$ cat src/rtl/hazard_pkg.sv
// Shared types for the pipeline hazard controller.
// Latency: n/a (types and constants only).
// Backpressure: n/a.
package hazard_pkg;

  // Controller sequencing states
  typedef enum logic [1:0] {
    RUN      = 2'd0,
    IWAIT    = 2'd1,
    IWAIT_RD = 2'd2,
    DWAIT    = 2'd3
  } hazard_state_t;

  // E-stage operand forwarding selects
  localparam logic [1:0] FWD_RF  = 2'b00;
  localparam logic [1:0] FWD_WB  = 2'b01;
  localparam logic [1:0] FWD_MEM = 2'b10;

endpackage

$ cat src/rtl/forward_unit.sv
// Per-operand E-stage forwarding select; M result beats W result.
// Latency: combinational, zero cycles.
// Backpressure: none.
// Ports: rs_e (E source index), rd_m/reg_write_m (M writer),
//        rd_w/reg_write_w (W writer), fwd_sel (FWD_* encoding).
module forward_unit
  import hazard_pkg::*;
(
  input  logic [4:0] rs_e,
  input  logic [4:0] rd_m,
  input  logic [4:0] rd_w,
  input  logic       reg_write_m,
  input  logic       reg_write_w,
  output logic [1:0] fwd_sel
);

  always_comb begin
    fwd_sel = FWD_RF;
    // x0 is hardwired to zero, so a write to it must never be forwarded
    if (reg_write_m && (rd_m != 5'd0) && (rd_m == rs_e))
      fwd_sel = FWD_MEM;
    else if (reg_write_w && (rd_w != 5'd0) && (rd_w == rs_e))
      fwd_sel = FWD_WB;
  end

endmodule

$ cat src/rtl/hazard_ctrl.sv
// Five-stage pipeline hazard/stall controller: forwarding, load-use, cache-miss stalls, held redirect.
// Latency: controls combinational from inputs; state, RedirPCF and counters update on posedge clk.
// Backpressure: DMissM freezes every stage; IMissF holds F/D and bubbles E until the fetch completes.
// Ports: D/E/M/W register indices and write enables, ResultSrcE0, PCSrcE/PCTargetE,
//        IMissF/DMissM in; Stall*/Flush*, ForwardAE/BE, RedirSelF/RedirPCF, counters out.
module hazard_ctrl
  import hazard_pkg::*;
(
  input  logic        clk,
  input  logic        reset_n,
  input  logic [4:0]  Rs1D,
  input  logic [4:0]  Rs2D,
  input  logic [4:0]  Rs1E,
  input  logic [4:0]  Rs2E,
  input  logic [4:0]  RdE,
  input  logic [4:0]  RdM,
  input  logic [4:0]  RdW,
  input  logic        RegWriteM,
  input  logic        RegWriteW,
  input  logic        ResultSrcE0,
  input  logic        PCSrcE,
  input  logic [31:0] PCTargetE,
  input  logic        IMissF,
  input  logic        DMissM,
  output logic        StallF,
  output logic        StallD,
  output logic        StallE,
  output logic        StallM,
  output logic        StallW,
  output logic        FlushD,
  output logic        FlushE,
  output logic [1:0]  ForwardAE,
  output logic [1:0]  ForwardBE,
  output logic        RedirSelF,
  output logic [31:0] RedirPCF,
  output logic [31:0] StallCount,
  output logic [31:0] FlushCount
);

  hazard_state_t state, state_nxt;
  logic          load_stall;
  logic          redir_load;

  forward_unit u_fwd_a (
    .rs_e        (Rs1E),
    .rd_m        (RdM),
    .rd_w        (RdW),
    .reg_write_m (RegWriteM),
    .reg_write_w (RegWriteW),
    .fwd_sel     (ForwardAE)
  );

  forward_unit u_fwd_b (
    .rs_e        (Rs2E),
    .rd_m        (RdM),
    .rd_w        (RdW),
    .reg_write_m (RegWriteM),
    .reg_write_w (RegWriteW),
    .fwd_sel     (ForwardBE)
  );

  assign load_stall = ResultSrcE0 && (RdE != 5'd0) && ((RdE == Rs1D) || (RdE == Rs2D));

  always_ff @(posedge clk or negedge reset_n) begin
    if (!reset_n) state <= RUN;
    else          state <= state_nxt;
  end

  always_comb begin
    state_nxt  = state;
    redir_load = 1'b0;
    StallF     = 1'b0;
    StallD     = 1'b0;
    StallE     = 1'b0;
    StallM     = 1'b0;
    StallW     = 1'b0;
    FlushD     = 1'b0;
    FlushE     = 1'b0;
    RedirSelF  = 1'b0;

    if (DMissM) begin
      // Freeze the whole pipe; a held redirect survives the D-miss untouched
      {StallF, StallD, StallE, StallM, StallW} = 5'b11111;
      state_nxt = (state == IWAIT_RD) ? IWAIT_RD : DWAIT;
    end else begin
      case (state)
        IWAIT_RD: begin
          if (IMissF) begin
            // Later branches in E are wrong-path behind the held redirect
            StallF = 1'b1;
            StallD = 1'b1;
            FlushE = 1'b1;
          end else begin
            // Fetch done: drop the wrong-path instruction and steer PC to the held target
            RedirSelF = 1'b1;
            FlushD    = 1'b1;
            FlushE    = 1'b1;
            state_nxt = RUN;
          end
        end
        default: begin
          // RUN, IWAIT and DWAIT (miss cleared) all resolve with the same rules
          state_nxt = RUN;
          if (IMissF) begin
            StallF = 1'b1;
            StallD = 1'b1;
            FlushE = 1'b1;
            if (PCSrcE) begin
              redir_load = 1'b1;
              state_nxt  = IWAIT_RD;
            end else begin
              state_nxt  = IWAIT;
            end
          end else if (PCSrcE) begin
            FlushD = 1'b1;
            FlushE = 1'b1;
          end else if (load_stall) begin
            StallF = 1'b1;
            StallD = 1'b1;
            FlushE = 1'b1;
          end
        end
      endcase
    end
  end

  always_ff @(posedge clk or negedge reset_n) begin
    if (!reset_n) begin
      RedirPCF   <= 32'd0;
      StallCount <= 32'd0;
      FlushCount <= 32'd0;
    end else begin
      if (redir_load) RedirPCF   <= PCTargetE;
      if (StallF)     StallCount <= StallCount + 32'd1;
      if (FlushE)     FlushCount <= FlushCount + 32'd1;
    end
  end

endmodule

$ cat config.mk
export PLATFORM = sky130hd
export DESIGN_NAME = hazard_ctrl
export DESIGN_NICKNAME = d
export VERILOG_FILES = /design/src/rtl/hazard_pkg.sv /design/src/rtl/forward_unit.sv /design/src/rtl/hazard_ctrl.sv
export SDC_FILE = /design/constraint.sdc
export NUM_CORES = 1
export LEC_CHECK = 0
export BUFFER_PORTS_ARGS = -buffer_cell sky130_fd_sc_hd__clkbuf_2
export CAP_MARGIN = 5
export CORE_ASPECT_RATIO = 1.2
export CORE_MARGIN = 4
export CORE_UTILIZATION = 53
export DETAILED_ROUTE_END_ITERATION = 8
export GPL_ROUTABILITY_DRIVEN = 0
export PLACE_DENSITY = 0.85
export SLEW_MARGIN = 25
export SYNTH_ARGS = -nofsm -noshare
export SYNTH_HDL_FRONTEND = slang
export SYNTH_HIERARCHICAL = 1
export SYNTH_SLANG_ARGS = --single-unit
$ cat constraint.sdc
create_clock -name clk -period 7.5 [get_ports clk]
set_clock_uncertainty 0.15 [all_clocks]
set_input_delay 1.5 -clock clk [delete_from_list [all_inputs] [get_ports clk]]
set_output_delay 1.5 -clock clk [all_outputs]
set_load 0.1 [all_outputs]
Word level (Yosys, flattened, before mapping)
Cells that the tools add are included.
{ "word_totals": {"register_bits": 98, "in_bits": 75} }
{ "op_classes": {"muxes": 31, "reduce_logical": 12, "addsub": 2, "n_eq_ne": 8} }
{ "op_table": {"columns": ["cell", "count"], "rows": [
  ["$add A32 B1 Y32 const B", 2],
  ["$eq A5 B5 Y1", 6],
  ["$mux W1", 24],
  ["$reduce_bool A5 Y1", 3],
  ["$mux W2", 7],
  ["$logic_and A1 B1 Y1", 8],
  ["$ne A3 B3 Y1 const B", 1],
  ["$eq A2 B2 Y1 const B", 1],
  ["$logic_or A1 B1 Y1", 1]
]} }

Logic depth before layout (Yosys ltp)
{ "depth": {"word_depth": 8, "ltp_mapped": 8, "mapped_depth_nobuf": 7} }

By module
The synthesis kept the hierarchy.
{ "modules_own_cells": {"columns": ["module", "area_per_inst_um2", "seq_area_each_um2", "cells_per_inst", "n_inst"], "rows": [
  ["hazard_ctrl", 4506.8, 2452.4, 376, 1],
  ["forward_unit", 151.4, 0.0, 20, 2]
]} }

Worst setup path before layout
OpenSTA, ideal clock, no wires.
{ "synth_timing": {"path_type": "input to output", "start": "in RdM[0]", "end": "out ForwardAE[0]", "path_stages": 4, "arrival_time_ns": 3.678, "path_buffers": 0, "slack_ns": 2.172, "cell_sequence": "xnor2_1 -> nand2_1 -> a211oi_2 -> nor3_2"} }
{ "synth_via": {"elab_chain_len": 4, "elab_cells_between_ends": 5, "cone_classes": "eq/ne: 1; mux: 1; reduce/logical: 3"} }
{ "synth_lines": {"columns": ["element", "line_no", "rtl"], "rows": [
  ["from (decl)", "hazard_ctrl.sv:16", "input logic [4:0] RdM,"],
  ["$reduce_bool A5 Y1", "forward_unit.sv:20", "if (reg_write_m && (rd_m != 5'd0) && (rd_m == rs_e))"],
  ["$logic_and A1 B1 Y1", "forward_unit.sv:20", null],
  ["$logic_and A1 B1 Y1 *", "forward_unit.sv:20", null],
  ["$mux W2 *", "forward_unit.sv:20", null],
  ["to (decl)", "hazard_ctrl.sv:32", "output logic [1:0] ForwardAE,"]
]} }
Mark *: on every way between the ends. The rest lies on a longest branch, timed or not.

Final worst setup path
{ "layout_timing": {"start": "in RdE[1]", "end": "out StallD"} }
{ "layout_via": {"elab_chain_len": 8, "elab_cells_between_ends": 11, "cone_classes": "eq/ne: 2; mux: 5; reduce/logical: 4"} }
{ "layout_lines": {"columns": ["element", "line_no", "rtl"], "rows": [
  ["from (decl)", "hazard_ctrl.sv:15", "input logic [4:0] RdE,"],
  ["$eq A5 B5 Y1 or $reduce_bool A5 Y1 (tied branches)", "hazard_ctrl.sv:62", "assign load_stall = ResultSrcE0 && (RdE != 5'd0) && ((RdE == Rs1D) || (RdE == Rs2D));"],
  ["$logic_or A1 B1 Y1 or $logic_and A1 B1 Y1 (tied branches)", "hazard_ctrl.sv:62", null],
  ["$logic_and A1 B1 Y1 *", "hazard_ctrl.sv:62", null],
  ["$mux W1 *", "hazard_ctrl.sv:117", "end else if (load_stall) begin"],
  ["$mux W1 *", "hazard_ctrl.sv:114", "end else if (PCSrcE) begin"],
  ["$mux W1 *", "hazard_ctrl.sv:104", "if (IMissF) begin"],
  ["$mux W1 *", "hazard_ctrl.sv:86", "case (state)"],
  ["$mux W1 *", "hazard_ctrl.sv:81", "if (DMissM) begin"],
  ["to (decl)", "hazard_ctrl.sv:26", "output logic StallD,"]
]} }
Marked as above.

==> flow_summary.json <==
{
  "status": "finished, final reports clean",
  "fp.coreArea_um2": 8700,
  "grt_max_degree": 57,
  "cts_sinks": 98,
  "synth_top_family_by_area": "simple AND/OR/NAND/NOR gates",
  "synthXorXnorAreaFrac_pct": 16.0,
  "synthSimpleGateAreaFrac_pct": 19.0,
  "dr.first_iter.drc_count": 203,
  "num_vias": 3905,
  "ctsRootBufferMaster": "clkbuf_8",
  "dieArea_um2": 10700,
  "synth-seq-cells": 98,
  "period_share_pct": 73.9,
  "fin_crit_ns": 5.55,
  "p_leak_nw": 2.89,
  "clk-insertion-delay-late_ns": 0.35,
  "cap_violations": 0,
  "grt_busiest_layer": "met2",
  "die_y_um": 112,
  "synth_edf_count": 0,
  "pre_cts_slack_ns": 1.95,
  "synth_fa_ha_area_share_pct": 0.520,
  "p_total_mw": 2.03,
  "synthMuxAreaShare_pct": 7.73,
  "htreeDepth": 3,
  "synth.distinct_cells": 43,
  "avgSynthCellArea_um2": 11.6,
  "cts.path.max_buffers": 2,
  "grt_setup_unrepaired": "no",
  "drt_pass1_iterations": 4,
  "grt_usage_pct": 23.0,
  "synthToLayoutAreaGrowth_pct": 25.5,
  "die_w_um": 95.0,
  "io_buffers": 182,
  "numCtsBuffers": 9,
  "grt_pass1_wl_um": 19400,
  "remaining_drc_errors": 0,
  "ctsHoldBuffers": 0,
  "synthCells": 416,
  "wl_per_cell_um": 16.9,
  "num-nets-final": 673,
  "relSlewSlack_pct": 47.2,
  "drive_gt1_share_pct": 41.6,
  "synth_area_um2": 4810,
  "cts_tree": "done",
  "syn-num-nets": 493,
  "fin_ws_ns": 1.95,
  "max_clock_freq_mhz": 180,
  "cpLargestDelayFamily": "compound AO/OA/AOI/OAI gates",
  "viasPerCell": 5.44,
  "critical_path.cell_chain": "clkbuf_2 -> or4_1 -> o21ai_2 -> o31a_1 -> inv_2 -> clkbuf_2",
  "dp_hpwl_um": 9310,
  "cts_resized": 0,
  "antenna_found_initial": 0,
  "cpMostUsedCell": "clkbuf_2",
  "cp_slowest_cell": "o31a_1",
  "use_met2_pct": 40.7,
  "hp-class": "reg -> reg",
  "synth_compound_area_share_pct": 3.56,
  "postSynth.asyncResetShare_pct": 100,
  "start_kind": "input port",
  "initial_core_util_pct": 55.3,
  "grtUsageMet3_pct": 4.42,
  "finalSetupTns_ns": 0,
  "cts_setup_buffers": 0,
  "worst_hold_slack_ns": 0.326,
  "grt.overflow.total": 0,
  "grt_pass1_vias": 4116,
  "cp_num_buf_inv": 3,
  "max_stage_delay_ns": 0.57,
  "final_hold_viol_count": 0,
  "drtAntennaViolNets": 0,
  "slew_viol_final": 0,
  "ys.flop_type": "dfrtp_1",
  "yosysSeqAreaShare_pct": 51.0,
  "end_kind": "primary output",
  "crit_fanout": 25,
  "worstSetupPathType": "in -> out",
  "use_met1_pct": 27.1,
  "yosys_warnings": 6,
  "arrival_ns": 3.90,
  "clk_pin_slew_ns": 0.09,
  "rows": 37,
  "setup_viol": 0,
  "vdd_drop_max_uv": 531,
  "tightest_slew_ns": 0.792,
  "diodes": 0,
  "wl_um": 12200,
  "powerDensity_nw_per_um2": 336,
  "critPathRequiredTime_ns": 5.85,
  "num_io_pins": 183
}
-- flip-flops by register name (all words and copies together), names as in the netlist --
| signal | count |
|---|---|
| FlushCount | 32 |
| RedirPCF | 32 |
| StallCount | 32 |
| state | 2 |
-- power by group --
part | switching (mW) | leakage, nW | internal, mW
clock | 0.177 | 0.117 | 0.207
combinational | 0.795 | 1.52 | 0.160
sequential | 0.0760 | 1.25 | 0.615
-- cells in the mapped netlist, types with 3 or more instances --
cell type	number	area (um2)
and4_1	3	26.3
buf_2	3	15.0
nor3_1	13	65.1
dfrtp_1	98	2450
xor2_1	28	245
nor2_1	13	48.8
clkbuf_1	4	15.0
buf_1	3	11.3
inv_1	5	18.8
nor4b_4	3	71.3
nor4_1	4	25.0
mux2_2	33	372
nor3_2	3	30.0
and2_1	5	31.3
nand3_1	33	165
nor4b_1	4	35.0
a21oi_1	3	15.0
buf_4	4	30.0
xnor2_1	60	526
nand2_1	35	131
nand4_1	20	125
and3_1	14	87.6
-- worst paths after layout --
check,start,to,slack [ns],cells after the start
min in group asynchronous,reset_n,FlushCount[0]$_DFFE_PN0P_,0.98,1
worst max register to register,state[1]$_DFFE_PN0P_,StallCount[23]$_DFFE_PN0P_,5.13,6
max in group asynchronous,reset_n,StallCount[20]$_DFFE_PN0P_,5.14,2
worst max-delay path,RdE[1],StallD,1.95,6
worst min register to register,FlushCount[31]$_DFFE_PN0P_,FlushCount[31]$_DFFE_PN0P_,0.33,1
worst min-delay path,FlushCount[31]$_DFFE_PN0P_,FlushCount[31]$_DFFE_PN0P_,0.33,1
-- cells by family after synthesis --
| group | count (synthesis) |
|---|---|
| AO/OA/AOI/OAI | 15 |
| XOR/XNOR | 88 |
| adder cells (fa/ha/maj) | 2 |
| buffers and inverters | 21 |
| flip-flops | 98 |
| multiplexers | 33 |
| AND/OR/NAND/NOR | 159 |
-- layer usage --
layer	routed length [um]	vias up
li1	-	1806
met1	4710	1921
met2	6330	157
met3	862	21
met4	258	0
met5	0	-
-- metrics by stage --
| stage | utilization, % | cells | cell area (um2) |
|---|---|---|---|
| floorplan | - | 416 | 4810 |
| global placement | 66.7 | 702 | 5810 |
| detailed placement | 66.7 | 702 | 5810 |
| CTS | 69.4 | 718 | 6040 |
| global route | 69.4 | 718 | 6040 |
| finish | 69.4 | 718 | 6040 |
-- worst register-to-register path, delay by kind of cell (launching register included) --
family	cells	cell delay [ns]
buffers and inverters	1	0.41
XOR/XNOR	1	0.17
AND/OR/NAND/NOR	3	0.69
flip-flops	1	0.36
AO/OA/AOI/OAI	1	0.49
-- cells in the final DEF, fill, tap and decap left out, types with 11 or more instances in the layout --
| cell | count |
|---|---|
| mux2_2 | 33 |
| nand2_1 | 35 |
| and3_1 | 14 |
| nor3_1 | 12 |
| nand3_1 | 33 |
| clkbuf_2 | 181 |
| nand4_1 | 20 |
| dfrtp_1 | 98 |
| nor2_1 | 13 |
| xor2_1 | 28 |
| clkbuf_8 | 11 |
| xnor2_1 | 60 |
-- final cells by class --
type                    count  area [um2]
clock buffers              12         155
clock inverters             4        73.8
fillers                   687        2670
inverters                   6        22.5
multi-input cells         297        2260
flip-flops and latches     98        2450
well taps                 117         146
repair buffers            184         928
Note: power is estimated with default switching activity, not from simulation.
